`src/rtl/icache_refill_engine_if.sv`:
```
// Bundle between the I-cache refill engine, fetch-data stage, memory bus and I-cache arrays.
// The master modport is the engine's view; slave is the surrounding pipeline/bus/arrays.
interface icache_refill_engine_if #(
  parameter int unsigned LINE_WORDS = 8,
  parameter int unsigned NUM_SETS   = 64
);
  localparam int unsigned OFS_W = $clog2(LINE_WORDS);
  localparam int unsigned IDX_W = $clog2(NUM_SETS);
  localparam int unsigned TAG_W = 30 - OFS_W - IDX_W;

  logic             miss_valid;
  logic [31:0]      miss_addr;
  logic             miss_ready;
  logic             inval_req;
  logic             mem_req_valid;
  logic [31:0]      mem_req_addr;
  logic             mem_req_ready;
  logic             mem_rsp_valid;
  logic [31:0]      mem_rsp_data;
  logic             fill_data_we;
  logic [IDX_W-1:0] fill_index;
  logic [OFS_W-1:0] fill_word;
  logic [31:0]      fill_data;
  logic             fill_tag_we;
  logic [TAG_W-1:0] fill_tag;
  logic             fill_tag_valid;
  logic             refill_done;
  logic             busy;

  modport master (
    input  miss_valid, miss_addr, inval_req, mem_req_ready, mem_rsp_valid, mem_rsp_data,
    output miss_ready, mem_req_valid, mem_req_addr, fill_data_we, fill_index, fill_word,
           fill_data, fill_tag_we, fill_tag, fill_tag_valid, refill_done, busy
  );

  modport slave (
    output miss_valid, miss_addr, inval_req, mem_req_ready, mem_rsp_valid, mem_rsp_data,
    input  miss_ready, mem_req_valid, mem_req_addr, fill_data_we, fill_index, fill_word,
           fill_data, fill_tag_we, fill_tag, fill_tag_valid, refill_done, busy
  );
endinterface

```
`src/rtl/icache_refill_engine.sv`:
```
// I-cache line refill and invalidate-all sweep controller.
// Define ICACHE_CRITICAL_WORD_FIRST_EN for a wrapping, critical-word-first burst.
module icache_refill_engine #(
  parameter int unsigned LINE_WORDS = 8,
  parameter int unsigned NUM_SETS   = 64
) (
  input logic                    clk,
  input logic                    rst,
  icache_refill_engine_if.master bus_io
);
  localparam int unsigned OFS_W = $clog2(LINE_WORDS);
  localparam int unsigned IDX_W = $clog2(NUM_SETS);
  localparam int unsigned TAG_W = 30 - OFS_W - IDX_W;

  typedef enum logic [2:0] {StIdle, StInval, StReq, StFill, StDone} state_e;

  state_e           state_q, state_d;
  logic             pend_q, pend_d;
  logic [29:0]      addr_q, addr_d;
  logic [OFS_W-1:0] beat_q, beat_d;
  logic [IDX_W-1:0] inval_idx_q, inval_idx_d;
  logic             dwe_q, twe_q;
  logic [IDX_W-1:0] index_q;
  logic [OFS_W-1:0] word_q;
  logic [31:0]      data_q;
  logic [TAG_W-1:0] tag_q;

  logic             beat_acc, last_beat;
  logic [OFS_W-1:0] miss_ofs, beat_word;
  logic [IDX_W-1:0] miss_idx;
  logic [TAG_W-1:0] miss_tag;
  logic [31:0]      req_addr;
  logic             unused_addr_lsbs;

  assign miss_ofs = addr_q[OFS_W-1:0];
  assign miss_idx = addr_q[OFS_W+IDX_W-1:OFS_W];
  assign miss_tag = addr_q[29:OFS_W+IDX_W];
  assign unused_addr_lsbs = ^bus_io.miss_addr[1:0];

`ifdef ICACHE_CRITICAL_WORD_FIRST_EN
  assign req_addr  = {addr_q, 2'b00};
  assign beat_word = miss_ofs + beat_q;
`else
  logic unused_miss_ofs;
  assign unused_miss_ofs = ^miss_ofs;
  assign req_addr  = {addr_q[29:OFS_W], {OFS_W{1'b0}}, 2'b00};
  assign beat_word = beat_q;
`endif

  // twe_q marks the cycle the last word and tag are written; later beats are not ours.
  assign beat_acc  = (state_q == StFill) && bus_io.mem_rsp_valid && !twe_q;
  assign last_beat = (beat_q == OFS_W'(LINE_WORDS - 1));

  always_comb begin
    state_d     = state_q;
    addr_d      = addr_q;
    beat_d      = beat_q;
    inval_idx_d = inval_idx_q;
    pend_d      = pend_q | (bus_io.inval_req && (state_q inside {StReq, StFill, StDone}));
    unique case (state_q)
      StIdle: begin
        if (bus_io.inval_req || pend_q) begin
          state_d     = StInval;
          pend_d      = 1'b0;
          inval_idx_d = '0;
        end else if (bus_io.miss_valid) begin
          state_d = StReq;
          addr_d  = bus_io.miss_addr[31:2];
        end
      end
      StInval: begin
        if (bus_io.inval_req) begin
          inval_idx_d = '0;
        end else if (inval_idx_q == IDX_W'(NUM_SETS - 1)) begin
          state_d = StDone;
        end else begin
          inval_idx_d = inval_idx_q + 1'b1;
        end
      end
      StReq: begin
        if (bus_io.mem_req_ready) begin
          state_d = StFill;
          beat_d  = '0;
        end
      end
      StFill: begin
        if (beat_acc) beat_d = beat_q + 1'b1;
        if (twe_q) state_d = StDone;
      end
      StDone:  state_d = StIdle;
      default: state_d = StIdle;
    endcase
  end

  always_ff @(posedge clk or negedge rst) begin
    if (!rst) begin
      state_q     <= StIdle;
      pend_q      <= 1'b0;
      addr_q      <= '0;
      beat_q      <= '0;
      inval_idx_q <= '0;
      dwe_q       <= 1'b0;
      twe_q       <= 1'b0;
      index_q     <= '0;
      word_q      <= '0;
      data_q      <= '0;
      tag_q       <= '0;
    end else begin
      state_q     <= state_d;
      pend_q      <= pend_d;
      addr_q      <= addr_d;
      beat_q      <= beat_d;
      inval_idx_q <= inval_idx_d;
      dwe_q       <= beat_acc;
      twe_q       <= beat_acc && last_beat;
      if (beat_acc) begin
        index_q <= miss_idx;
        word_q  <= beat_word;
        data_q  <= bus_io.mem_rsp_data;
        tag_q   <= miss_tag;
      end
    end
  end

  // A fresh invalidate pulse must also block acceptance so a simultaneous miss is held.
  assign bus_io.miss_ready     = (state_q == StIdle) && !pend_q && !bus_io.inval_req;
  assign bus_io.mem_req_valid  = (state_q == StReq);
  assign bus_io.mem_req_addr   = req_addr;
  assign bus_io.fill_data_we   = dwe_q;
  assign bus_io.fill_word      = word_q;
  assign bus_io.fill_data      = data_q;
  assign bus_io.fill_index     = (state_q == StInval) ? inval_idx_q : index_q;
  assign bus_io.fill_tag_we    = (state_q == StInval) || twe_q;
  assign bus_io.fill_tag       = (state_q == StInval) ? '0 : tag_q;
  assign bus_io.fill_tag_valid = twe_q;
  assign bus_io.refill_done    = (state_q == StDone);
  assign bus_io.busy           = (state_q != StIdle);
endmodule

```
`src/flat_wrapper.sv`:
```
// flat-port wrapper written by rule: the top's interface ports become plain ports
module icache_refill_engine_flat 
#(
  parameter int unsigned LINE_WORDS = 8,
  parameter int unsigned NUM_SETS   = 64
)
  (clk, rst, bus_io_miss_valid, bus_io_miss_addr, bus_io_inval_req, bus_io_mem_req_ready, bus_io_mem_rsp_valid, bus_io_mem_rsp_data, bus_io_miss_ready, bus_io_mem_req_valid, bus_io_mem_req_addr, bus_io_fill_data_we, bus_io_fill_index, bus_io_fill_word, bus_io_fill_data, bus_io_fill_tag_we, bus_io_fill_tag, bus_io_fill_tag_valid, bus_io_refill_done, bus_io_busy);
  icache_refill_engine_if #(.LINE_WORDS(LINE_WORDS), .NUM_SETS(NUM_SETS)) bus_io_i ();
  input logic clk;
  input logic rst;
  input wire logic [$bits(bus_io_i.miss_valid)-1:0] bus_io_miss_valid;
  input wire logic [$bits(bus_io_i.miss_addr)-1:0] bus_io_miss_addr;
  input wire logic [$bits(bus_io_i.inval_req)-1:0] bus_io_inval_req;
  input wire logic [$bits(bus_io_i.mem_req_ready)-1:0] bus_io_mem_req_ready;
  input wire logic [$bits(bus_io_i.mem_rsp_valid)-1:0] bus_io_mem_rsp_valid;
  input wire logic [$bits(bus_io_i.mem_rsp_data)-1:0] bus_io_mem_rsp_data;
  output wire logic [$bits(bus_io_i.miss_ready)-1:0] bus_io_miss_ready;
  output wire logic [$bits(bus_io_i.mem_req_valid)-1:0] bus_io_mem_req_valid;
  output wire logic [$bits(bus_io_i.mem_req_addr)-1:0] bus_io_mem_req_addr;
  output wire logic [$bits(bus_io_i.fill_data_we)-1:0] bus_io_fill_data_we;
  output wire logic [$bits(bus_io_i.fill_index)-1:0] bus_io_fill_index;
  output wire logic [$bits(bus_io_i.fill_word)-1:0] bus_io_fill_word;
  output wire logic [$bits(bus_io_i.fill_data)-1:0] bus_io_fill_data;
  output wire logic [$bits(bus_io_i.fill_tag_we)-1:0] bus_io_fill_tag_we;
  output wire logic [$bits(bus_io_i.fill_tag)-1:0] bus_io_fill_tag;
  output wire logic [$bits(bus_io_i.fill_tag_valid)-1:0] bus_io_fill_tag_valid;
  output wire logic [$bits(bus_io_i.refill_done)-1:0] bus_io_refill_done;
  output wire logic [$bits(bus_io_i.busy)-1:0] bus_io_busy;
  assign bus_io_i.miss_valid = bus_io_miss_valid;
  assign bus_io_i.miss_addr = bus_io_miss_addr;
  assign bus_io_i.inval_req = bus_io_inval_req;
  assign bus_io_i.mem_req_ready = bus_io_mem_req_ready;
  assign bus_io_i.mem_rsp_valid = bus_io_mem_rsp_valid;
  assign bus_io_i.mem_rsp_data = bus_io_mem_rsp_data;
  assign bus_io_miss_ready = bus_io_i.miss_ready;
  assign bus_io_mem_req_valid = bus_io_i.mem_req_valid;
  assign bus_io_mem_req_addr = bus_io_i.mem_req_addr;
  assign bus_io_fill_data_we = bus_io_i.fill_data_we;
  assign bus_io_fill_index = bus_io_i.fill_index;
  assign bus_io_fill_word = bus_io_i.fill_word;
  assign bus_io_fill_data = bus_io_i.fill_data;
  assign bus_io_fill_tag_we = bus_io_i.fill_tag_we;
  assign bus_io_fill_tag = bus_io_i.fill_tag;
  assign bus_io_fill_tag_valid = bus_io_i.fill_tag_valid;
  assign bus_io_refill_done = bus_io_i.refill_done;
  assign bus_io_busy = bus_io_i.busy;
  icache_refill_engine #(.LINE_WORDS(LINE_WORDS), .NUM_SETS(NUM_SETS)) u_core (.clk(clk), .rst(rst), .bus_io(bus_io_i));
endmodule
```
`config.mk`:
```
export PLATFORM = sky130hd
export DESIGN_NAME = icache_refill_engine_flat
export DESIGN_NICKNAME = d
export VERILOG_FILES = /design/src/rtl/icache_refill_engine_if.sv /design/src/rtl/icache_refill_engine.sv /design/src/flat_wrapper.sv
export SDC_FILE = /design/constraint.sdc
export NUM_CORES = 1
export LEC_CHECK = 0
export CAP_MARGIN = 10
export CORE_UTILIZATION = 25
export DETAILED_ROUTE_END_ITERATION = 12
export PLACE_DENSITY = 0.58
export SLEW_MARGIN = 40
export SYNTH_ARGS = -nofsm -noshare
export SYNTH_HDL_FRONTEND = slang
export SYNTH_SLANG_ARGS = --single-unit
```
`constraint.sdc`:
```
create_clock -name clk -period 2.4 [get_ports clk]
set_clock_uncertainty 0.1 [all_clocks]
set_input_delay 0.36 -clock clk [delete_from_list [all_inputs] [get_ports clk]]
set_output_delay 0.36 -clock clk [all_outputs]
set_load 0.05 [all_outputs]
```
* Word-level counts from Yosys, hierarchy flattened
Cells that the tools add are included.
W data, S select, Z words.
** Storage, ports and cells
- Flip-flop bits (word level) :: 107
** Cells by class
- Mux-type cells :: 18
- Reductions and logical operators :: 20
- Add/sub/neg operators :: 2
- Equal/unequal tests :: 14
- Bitwise gates (word level) :: 2
** Operators by type and width (count)
- $mux W3 :: 8
- $mux W6 :: 4
- $mux W21 :: 1
- $pmux W3 S4 :: 1
- $pmux W6 S2 :: 1
- $reduce_and A3 Y1 :: 3
- $ne A2 B1 Y1 const B :: 4
- $add A6 B1 Y6 const B :: 1
- $eq A3 B2 Y1 const B :: 2
- $eq A3 B3 Y1 const B :: 2
- $eq A6 B6 Y1 const B :: 1
- $logic_and A1 B1 Y1 :: 6
- $pmux W3 S2 :: 1
- $reduce_bool A3 Y1 :: 2
- $reduce_and A5 Y1 :: 1
- $ne A2 B2 Y1 const B :: 2
- $reduce_bool A2 Y1 :: 2
- $add A3 B1 Y3 const B :: 1
- $eq A3 B1 Y1 const B :: 1
- $logic_not A1 Y1 :: 3
- $logic_not A3 Y1 :: 1
- $ne A3 B2 Y1 const B :: 1
- $ne A3 B3 Y1 const B :: 1
- $logic_or A1 B1 Y1 :: 2
- 3 further kinds :: 4

* Longest topological paths before layout
Gate-level depths: netlist of the first run.
- Word-level depth :: 6
- Mapped depth :: 6

* Worst setup path before layout of the first run
Ideal clock, no wire load.
- Path type :: register to register
- From :: register u_core.state_q[2]
- To :: register u_core.addr_q[10]
- Buffers on the path :: 2
- Arrival :: 2.083 ns
- Required time :: 2.175 ns
- Path slack :: 0.092 ns
- Cell stages (with the launch flop) :: 7
- Setup time :: 0.125 ns
- Clock period less this slack :: 2.308 ns
- Cell sequence :: dfrtp_1 buf_6 or3_4 nor3_4 nand2_4 buf_6 mux2_4
** Between the ends
- Longest elaborated chain between the ends :: 2
** RTL lines
- start: declaration :: RTL line icache_refill_engine.sv:17 : state_e state_q, state_d;
- start signal: assignment :: RTL line icache_refill_engine.sv:97 : state_q <= StIdle;
- start signal: assignment :: RTL line icache_refill_engine.sv:109 : state_q <= state_d;
- $logic_not A3 Y1 :: RTL line icache_refill_engine.sv:60 : unique case (state_q)
- $reduce_and A3 Y1 (no line)
- end signal: assignment :: RTL line icache_refill_engine.sv:111 : addr_q <= addr_d;
- end: declaration :: RTL line icache_refill_engine.sv:19 : logic [29:0] addr_q, addr_d;
Every way passes these cells.
A chain may end at the register's enable or synchronous reset.

* Final worst setup path of the first run
- From :: register u_core.state_q[1]
- To :: output port bus_io_fill_tag[13]
** Between the ends
- Longest elaborated chain between the ends :: 2
** RTL lines
- $eq A3 B1 Y1 :: RTL line icache_refill_engine.sv:134 : assign bus_io.fill_tag = (state_q == StInval) ? '0 : tag_q;
- $mux W21 :: RTL line icache_refill_engine.sv:134
- end: declaration :: RTL line flat_wrapper.sv:25 : output wire logic [$bits(bus_io_i.fill_tag)-1:0] bus_io_fill_tag;
Every way passes these cells.

==> impl_metrics.tcl, run 1 <==
set metrics [dict create \
    r2r_slack_ns 0.33 \
    first_iter_violations 90 \
    fin_crit_ns 2.23 \
    netSwitchingFraction 0.442 \
    synth_cells 329 \
    routed-wl-met3_um 714 \
    drive_gt1_frac 0.302 \
    rows 48 \
    crit_path_cell_trace "nor2_1, nand2_1, buf_12, and2_1, buf_12" \
    drtAntennaViolNets 0 \
    wl_per_cell_um 15.2 \
    antenna_found_initial 0 \
    cp_top_family "flip-flops" \
    clkLatencyLatePin_ns 0.34 \
    numCtsBuffers 9 \
    internal-power_w 0.00643 \
    crit_type "register to output port" \
    cts_max_path_buffers 2 \
    p_sw_w 0.00510 \
    maxCapViolations 0 \
    cpMaxStageDelayCell "dfrtp_1" \
    topRoutingLayerUsed "met4" \
    fillCellCount 1641 \
    cts.clk_slew.worst_paths_ns 0.07 \
    fin_crit_sh 0.929 \
    cts_sinks 104 \
    viasPerCell 4.27 \
    final_common_cell "clkdlybuf4s50_1" \
    wl_um 10900 \
    cts_tree "done" \
    cpMostUsedCell "buf_12" \
    status "completed" \
    core-area_mm2 0.0175 \
    async_reset_ff_frac 1.00 \
    path_max_fanout 27 \
    finalNonFillerCells 719 \
    wl_met1_um 4610 \
    gp_congestion 0.735 \
    grt_max_degree 105 \
    yosysSeqAreaShare 0.578 \
    start_kind "register" \
    drc 0 \
    io_pins 171 \
    p_leak_nw 3.02 \
    netlist_area_mm2 0.00451 \
    rsz0062_at_grt "no" \
    pwr-share-clk 0.145 \
    h-tree-depth 3 \
    fin_nets 563 \
    max-vdd-ir-drop_uv 840 \
    setup_tns_ns 0 \
    grt_pass1_wl_um 17600 \
    post-dp-hpwl_um 7500 \
    crit_arrival_ns 1.77 \
    dp_cells 703 \
    final_hold_viol_count 0 \
    root_buffer "clkbuf_16" \
    crit_buf_inv 2 \
    grtUsageTotal 0.125 \
    area_growth_syn_to_layout_pct 55.2 \
    end_kind "output port" \
    fp.dieW_um 136 \
    power_per_cell_area_mw_per_mm2 1650 \
    ys_ff_latch 104 \
    die-area_mm2 0.0186 \
    met2_length_um 5460 \
    vias 3067 \
    worst_pin_slew_ns 0.586 \
    portBuffers 160 \
    pwr-share-seq 0.266 \
    finalSetupViolCount 0 \
    synth_ff_type "dfrtp_1" \
    yosys.area.top_type_share 0.578 \
    overflow 0 \
    slew-limit-headroom 0.609 \
    drv_slew 0 \
    p_comb_frac 0.589 \
    grt_pass1_vias 3305 \
    ys_types 40 \
    synthTopCellsByArea "dfrtp_1 58%, mux2_2 17%, mux2_4 6.3%, and2_1 3.1%, nand2_1 2.4%" \
    cp.required_ns 1.94 \
    max_stage_delay_ns 0.54 \
    yosys_warnings 0 \
    cts_setup_buffers 0 \
    num_antenna_cells 0 \
    hold_path_class "register to register" \
    initial_core_util 0.258 \
    fmax_mhz 448 \
    die_h_um 136 \
    synth.largest_area_cell "dfrtp_1" \
    synth-edff-count 0 \
    final_cell_mix "127 x clkdlybuf4s50_1, 104 x dfrtp_1, 70 x mux2_2" \
    drt_first_pass_iters 4 \
    synth.avg_cell_area_um2 13.7 \
]
worst paths after layout:
| path | cells past startpoint | to | start |
|---|---|---|---|
| worst max-delay path | 5 | bus_io_fill_tag[13] | u_core.state_q[1]$_DFFE_PN0P_ |
| worst min-delay path | 1 | u_core.tag_q[7]$_DFFE_PN0P_ | u_core.tag_q[7]$_DFFE_PN0P_ |
| worst max register to register | 5 | u_core.addr_q[22]$_DFFE_PN0P_ | u_core.state_q[1]$_DFFE_PN0P_ |
| worst min register to register | 1 | u_core.tag_q[7]$_DFFE_PN0P_ | u_core.tag_q[7]$_DFFE_PN0P_ |
| max in group asynchronous | 3 | u_core.bus_io.fill_data[15]$_DFFE_PN0P_ | rst |
| min in group asynchronous | 3 | u_core.addr_q[26]$_DFFE_PN0P_ | rst |
layer usage:
| metal | vias to the layer above | global-route usage |
|---|---|---|
| li1 | 1457 | - |
| met4 | 0 | 0.0432 |
| met2 | 97 | 0.206 |
| met5 | - | 0 |
| met3 | 14 | 0.0410 |
| met1 | 1499 | 0.151 |
cell usage after synthesis, types with 2 or more instances:
master	instances
dfrtp_1	104
mux2_2	70
nand2_1	29
and2_1	22
mux2_4	19
buf_2	11
nor2_1	8
o21ai_0	7
buf_4	5
a21oi_1	3
buf_6	3
clkbuf_1	3
ha_1	3
inv_1	3
nand3_1	3
nor2b_1	3
o31ai_1	3
or4_1	3
a21boi_0	2
mux2i_1	2
nand2b_1	2
nor4_1	2
o41ai_1	2
cell type report:
type,count,area [um^2],share of cell area
clock buffers,12,246,0.0352
clock inverters,3,90.1,0.0129
inverters,3,11.3,0.00161
multi-input cells,204,1780,0.255
flip-flops and latches,104,2600,0.372
well taps,225,282,0.0403
repair buffers,168,1980,0.283
through the flow:
step	area, um^2	power (W)	hold slack (ns)	worst slack (ns)	util
4_1_cts	6990	0.0117	0.403	0.0708	0.400
2_1_floorplan	4520	0.00722	-0.0356	0.0923	-
3_5_place_dp	6640	0.00994	0.378	0.207	0.380
3_3_place_gp	6640	0.00983	0.371	0.260	0.380
6_report	6990	0.0115	0.396	0.169	0.400
5_1_grt	6990	0.0121	0.418	0.0101	0.400
cells by family after synthesis:
kind of cell / share of synthesized area
muxes: 0.243
DFF: 0.578
adders and majority gates: 0.00833
other: 0.000832
AOI/OAI and AO/OA: 0.0403
buffers and inverters: 0.0330
and+or+nand+nor: 0.0972
repair_timing:
action | 4_1_cts | 5_1_grt
resized for setup | 1 | 1
hold buffers | 1 | 0
hold endpoints to repair | 1 | 0
setup endpoints to repair | 5 | 6
power by group through the flow:
stage	Clock [W]	Sequential (W)	Combinational [W]
CTS	0.00173	0.00308	0.00686
global route	0.00180	0.00320	0.00710
floorplan	0	0.00485	0.00237
detailed placement	0	0.00310	0.00684
global placement	0	0.00306	0.00677
finish	0.00168	0.00307	0.00679
registers in the layout, indices dropped and copies added (netlist names), 3 cells and up:
name / flops
u_core.addr_q: 27
u_core.beat_q: 3
u_core.bus_io.fill_data: 32
u_core.bus_io.fill_word: 3
u_core.index_q: 6
u_core.inval_idx_q: 6
u_core.state_q: 3
u_core.tag_q: 21
No activity file was read; power rests on OpenSTA's default activity.
==> inputs of run 2 (changes only) <==
--- a/config.mk
+++ b/config.mk
@@ -5,10 +5,11 @@
 export SDC_FILE = /design/constraint.sdc
 export NUM_CORES = 1
 export LEC_CHECK = 0
+export ABC_AREA = 1
 export CAP_MARGIN = 10
 export CORE_UTILIZATION = 25
 export DETAILED_ROUTE_END_ITERATION = 12
-export PLACE_DENSITY = 0.58
+export PLACE_DENSITY = 0.59
 export SLEW_MARGIN = 40
 export SYNTH_ARGS = -nofsm -noshare
 export SYNTH_HDL_FRONTEND = slang
==> run 2 against run 1 <==
Clock-buffer cell count shrank 1. Core utilization rose by 0.36 points. Die area shrank 0.71%. Final cell count increased by 29%. Area after synthesis down 0.72%. Synthesized cell count up 63%. Worst hold slack lost 0.020 ns. Critical path type unchanged. Largest cell class unchanged. Largest power group unchanged.
==> impl_metrics.tcl, run 2 <==
set metrics [dict create \
    rsz0062_at_grt "no" \
    root_buffer "clkbuf_16" \
    netlist_area_mm2 0.00447 \
    synthTopCellsByArea "dfrtp_1 58%, nand2_1 17%, inv_1 5.1%, o21ai_1 3.1%, nor2_1 3.0%" \
    cp.required_ns 1.94 \
    ys_types 24 \
    wl_per_cell_um 12.7 \
    final_area_mm2 0.00701 \
    crit_type "register to output port" \
    die_h_um 136 \
    hold_path_class "register to register" \
    initial_core_util 0.258 \
    synth.largest_area_cell "dfrtp_1" \
    io_pins 171 \
    die-area_mm2 0.0184 \
    vias 3788 \
    drive_gt1_frac 0.101 \
    yosysMostFrequentCell "nand2_1" \
    synth_ff_type "dfrtp_1" \
    synth.avg_cell_area_um2 8.33 \
    cts_max_path_buffers 2 \
    overflow 0 \
    worst_pin_slew_ns 0.580 \
    fmax_mhz 435 \
    whs_ns 0.376 \
    async_reset_ff_frac 1.00 \
    clkLatencyLatePin_ns 0.34 \
    antenna_found_initial 0 \
    synth-edff-count 0 \
    dpl_worst_slack_ns 0.275 \
    finalSetupViolCount 0 \
    synth_cells 537 \
    core-area_mm2 0.0174 \
    end_kind "output port" \
    post-dp-hpwl_um 8450 \
    r2r.worst_path.cells 8 \
    h-tree-depth 3 \
    hold_path_depth 2 \
    ys_ff_latch 104 \
    yosys-top-cells-count "208 x nand2_1, 104 x dfrtp_1, 61 x inv_1" \
    gp_congestion 0.786 \
    final_cell_mix "207 x nand2_1, 128 x clkdlybuf4s50_1, 104 x dfrtp_1" \
    status "completed" \
    numCtsBuffers 9 \
    grt_pass1_vias 3664 \
    dpl-instance-area_mm2 0.00663 \
    grt_pass1_wl_um 19000 \
    portBuffers 160 \
    setup_tns_ns 0 \
    first_iter_violations 212 \
    fin_nets 770 \
    grtUsageTotal 0.134 \
    slew-limit-headroom 0.614 \
    fp.dieW_um 136 \
    drtAntennaViolNets 0 \
    max-vdd-ir-drop_uv 920 \
    area_growth_syn_to_layout_pct 56.7 \
    rows 48 \
    start_kind "register" \
    drc 0 \
    viasPerCell 4.09 \
    yosys.area.top_type_share 0.582 \
    yosys_warnings 0 \
    final_hold_viol_count 0 \
    maxCapViolations 0 \
    path_max_fanout 6 \
    wl_um 11800 \
    grt_max_degree 65 \
    num_antenna_cells 0 \
    yosysSeqAreaShare 0.582 \
    p_leak_nw 3.54 \
    final_common_cell "nand2_1" \
    fin_crit_ns 2.30 \
    utilization 0.404 \
    cts_tree "done" \
    drt_first_pass_iters 4 \
    drv_slew 0 \
    power_per_cell_area_mw_per_mm2 1640 \
    cts_sinks 104 \
    fin_ws_ns 0.100 \
    crit_arrival_ns 1.84 \
    cts.clk_slew.worst_paths_ns 0.07 \
    fin_crit_sh 0.958 \
    largest_reg_flops 32 \
]
-- run 2: changes by cell type after synthesis, moves of 5 or more --
| cell | before | now |
|---|---|---|
| nor2_1 | 8 | 36 |
| mux2_4 | 19 | 0 |
| nand2_1 | 29 | 208 |
| buf_2 | 11 | 5 |
| o21ai_0 | 7 | 12 |
| a21oi_1 | 3 | 25 |
| and2_1 | 22 | 0 |
| clkbuf_1 | 3 | 9 |
| nand3_1 | 3 | 14 |
| inv_2 | 0 | 7 |
| inv_1 | 3 | 61 |
| mux2_2 | 70 | 0 |
| o21ai_1 | 0 | 28 |
-- run 2: critical path, cell delays in order (launching register included) --
cell             delay [ns]
dfrtp_1                0.47
nor2_2                 0.10
nand2_1                0.12
clkdlybuf4s50_1        0.81
-- run 2: final cells by class --
class	instances	area, um^2
tap	225	282
timing repair buffer	171	2030
clock buffer	11	233
fill	1747	10300
multi-input combinational	343	1480
sequential	104	2600
inverter	68	255
clock inverter	5	129
-- run 2: kinds of logic after synthesis --
group	Yosys count	synth area share
AO/OA/AOI/OAI	67	0.0764
AND/OR/NAND/NOR	267	0.237
other	1	0.000838
XOR/XNOR	1	0.00196
flip-flops	104	0.582
adder cells (fa/ha/maj)	3	0.00839
buffers and inverters	94	0.0937
-- run 2: final timing paths --
path	startpoint	to	slack (ns)
setup / recovery	u_core.state_q[0]$_DFFE_PN0P_	bus_io_busy	0.10
hold / removal	u_core.bus_io.fill_data[24]$_DFFE_PN0P_	u_core.bus_io.fill_data[24]$_DFFE_PN0P_	0.38
setup reg to reg	u_core.state_q[0]$_DFFE_PN0P_	u_core.inval_idx_q[2]$_DFFE_PN0P_	0.56
hold reg to reg	u_core.bus_io.fill_data[24]$_DFFE_PN0P_	u_core.bus_io.fill_data[24]$_DFFE_PN0P_	0.38
max in group asynchronous	rst	u_core.bus_io.fill_data[5]$_DFFE_PN0P_	1.01
min in group asynchronous	rst	u_core.addr_q[28]$_DFFE_PN0P_	0.46
-- run 2: timing repair --
item | 4_1_cts | 5_1_grt
gates resized for setup | 2 | 4
setup endpoints to repair | 5 | 21
endpoints found under the hold margin | 40 | 0
hold buffers | 1 | 0
buffers inserted | 0 | 0
-- run 2: stage by stage --
stage	std cells	total power, W
detailed placement	910	0.00978
finish	927	0.0115
floorplan	541	0.00692
CTS	927	0.0116
global placement	910	0.00973
global route	927	0.0122
-- run 2: metal layers --
layer  wire, um  share of wire  vias up  GRT usage
met4        174          0.015        3     0.0387
li1           -              -     1940          -
met1       5200           0.44     1739      0.170
met3        948          0.081       14     0.0572
met2       5400           0.46       92      0.207
met5         33         0.0028        -          0
-- run 2: power breakdown --
| group | leakage, nW | internal (W) | switching [W] |
|---|---|---|---|
| logic | 2.09 | 0.00250 | 0.00430 |
| registers | 1.27 | 0.00249 | 0.000421 |
| clock network | 0.174 | 0.00113 | 0.000650 |
| total | 3.54 | 0.00612 | 0.00537 |
==> inputs of run 3 (changes only) <==
--- a/config.mk
+++ b/config.mk
@@ -10,6 +10,7 @@
 export CORE_UTILIZATION = 25
 export DETAILED_ROUTE_END_ITERATION = 12
 export PLACE_DENSITY = 0.59
+export SKIP_LAST_GASP = 1
 export SLEW_MARGIN = 40
 export SYNTH_ARGS = -nofsm -noshare
 export SYNTH_HDL_FRONTEND = slang
==> run 3 against run 2 <==
Sequential power about the same. Cell area unchanged. First-iteration DRC count up 1.4%. Register-to-register slack better by 0.03 ns. Critical path type unchanged. Critical endpoint unchanged.
==> impl_metrics.tcl, run 3 (synthesis results as in run 2) <==
set metrics [dict create \
    grt_pass1_wl_um 19000 \
    grtUsageTotal 0.134 \
    viasPerCell 4.09 \
    crit_buf_inv 1 \
    internal-power_w 0.00612 \
    fin_crit_ns 2.30 \
    p_leak_nw 3.54 \
    worst_pin_slew_ns 0.581 \
    grt_pass1_vias 3655 \
    portBuffers 160 \
    cpMaxStageDelayCell "clkdlybuf4s50_1" \
    num_antenna_cells 0 \
    pwr-share-seq 0.253 \
    cts_setup_buffers 0 \
    wl_um 11800 \
    antenna_found_initial 0 \
    final_hold_viol_count 0 \
    overflow 0 \
    initial_core_util 0.258 \
    cp.required_ns 1.94 \
    post-dp-hpwl_um 8450 \
    gp_congestion 0.786 \
    grt.met2_usage 0.205 \
    die-area_mm2 0.0184 \
    rsz0062_at_grt "no" \
    die_h_um 136 \
    cts_sinks 104 \
    fin_crit_sh 0.958 \
    fin_ws_ns 0.0998 \
    dpl-instance-area_mm2 0.00663 \
    slew-limit-headroom 0.613 \
    max_stage_delay_ns 0.81 \
    drt_first_pass_iters 4 \
    status "completed" \
    first_iter_violations 215 \
    path_max_fanout 6 \
    final_area_mm2 0.00701 \
    max-vdd-ir-drop_uv 920 \
    maxCapViolations 0 \
    drtAntennaViolNets 0 \
    crit_type "register to output port" \
    cp_num_cells 3 \
    end_kind "output port" \
    whs_ns 0.376 \
    p_comb_frac 0.592 \
    crit_path_cell_trace "nor2_2, nand2_1, clkdlybuf4s50_1" \
    r2r.worst_path.cells 8 \
    r2r_slack_ns 0.59 \
    h-tree-depth 3 \
    r2r-start "u_core.state_q[0]$_DFFE_PN0P_" \
    fp.dieW_um 136 \
    vias 3788 \
    core-area_mm2 0.0174 \
    root_buffer "clkbuf_16" \
    drive_gt1_frac 0.101 \
    pwr-share-clk 0.155 \
    final_cell_mix "207 x nand2_1, 128 x clkdlybuf4s50_1, 104 x dfrtp_1" \
    r2r_end "u_core.inval_idx_q[1]$_DFFE_PN0P_" \
    fin_nets 770 \
    power_per_cell_area_mw_per_mm2 1640 \
    rows 48 \
    start_kind "register" \
    clkLatencyLatePin_ns 0.34 \
    crit_arrival_ns 1.84 \
    hold_path_class "register to register" \
    io_pins 171 \
    p_sw_w 0.00537 \
    cp_top_family "buffers and inverters" \
    numCtsBuffers 9 \
    drc 0 \
    fmax_mhz 435 \
    grt_use_met3 0.0572 \
    fillCellCount 1744 \
    grt_use_met1 0.171 \
    grt-busiest-layer "met2" \
    drv_slew 0 \
    cts.clk_slew.worst_paths_ns 0.07 \
    final_common_cell "nand2_1" \
    finalSetupViolCount 0 \
    cp-startpoint "u_core.state_q[0]$_DFFE_PN0P_" \
    crit_end "bus_io_busy" \
    wl_per_cell_um 12.7 \
    grt_max_degree 65 \
    cts_tree "done" \
    netSwitchingFraction 0.467 \
    largest_reg_flops 32 \
    dpl_worst_slack_ns 0.275 \
    area_growth_syn_to_layout_pct 56.7 \
    cts_max_path_buffers 2 \
]
==> run 3: worst reg2reg max path, stage by stage, from the launching register on <==
cell	delay, ns
dfrtp_1	0.47
inv_2	0.08
nor2_2	0.16
nand2_4	0.15
buf_12	0.19
nand2_1	0.09
inv_2	0.03
nor2_1	0.27
o21ai_0	0.14
==> run 3: routing by layer <==
metal	routed length (um)	vias up
li1	-	1942
met1	5230	1732
met2	5360	97
met3	973	14
met4	174	3
met5	33	-
==> run 3: cell type report <==
cell class | count | area, um^2 | area share
inverter | 68 | 255 | 0.0364
timing repair buffer | 171 | 2030 | 0.290
clock inverter | 5 | 129 | 0.0184
tap | 225 | 282 | 0.0402
clock buffer | 11 | 233 | 0.0332
sequential | 104 | 2600 | 0.371
multi-input combinational | 343 | 1480 | 0.211
==> run 3: power groups by stage <==
stage | combinational (W) | sequential [W] | clock [W]
6_report | 0.00680 | 0.00291 | 0.00178
5_1_grt | 0.00724 | 0.00301 | 0.00191
4_1_cts | 0.00686 | 0.00292 | 0.00184
3_5_place_dp | 0.00685 | 0.00294 | 0
3_3_place_gp | 0.00681 | 0.00292 | 0
2_1_floorplan | 0.00241 | 0.00452 | 0
==> run 3: worst min path at each step <==
| stage | start | to | depth (start not counted) |
|---|---|---|---|
| global route | u_core.bus_io.fill_data[2]$_DFFE_PN0P_ | u_core.bus_io.fill_data[2]$_DFFE_PN0P_ | 2 |
| floorplan | rst | u_core.addr_q[10]$_DFFE_PN0P_ | 0 |
| CTS | u_core.bus_io.fill_data[5]$_DFFE_PN0P_ | u_core.bus_io.fill_data[5]$_DFFE_PN0P_ | 2 |
| detailed placement | rst | u_core.addr_q[28]$_DFFE_PN0P_ | 1 |
| global placement | rst | u_core.addr_q[28]$_DFFE_PN0P_ | 1 |
| finish | u_core.bus_io.fill_data[24]$_DFFE_PN0P_ | u_core.bus_io.fill_data[24]$_DFFE_PN0P_ | 2 |
==> run 3: what timing repair did <==
action,in CTS,in global routing
gates resized for setup,1,7
hold endpoints to repair,40,0
setup endpoints to repair,5,28
hold buffers,1,0
==> run 3: per-stage QoR <==
stage	TNS (ns)	power [W]	std cells	util
global route	0	0.0122	927	0.404
global placement	0	0.00973	910	0.382
CTS	-0.108	0.0116	927	0.403
floorplan	-0.460	0.00692	541	-
detailed placement	0	0.00978	910	0.382
finish	0	0.0115	927	0.404
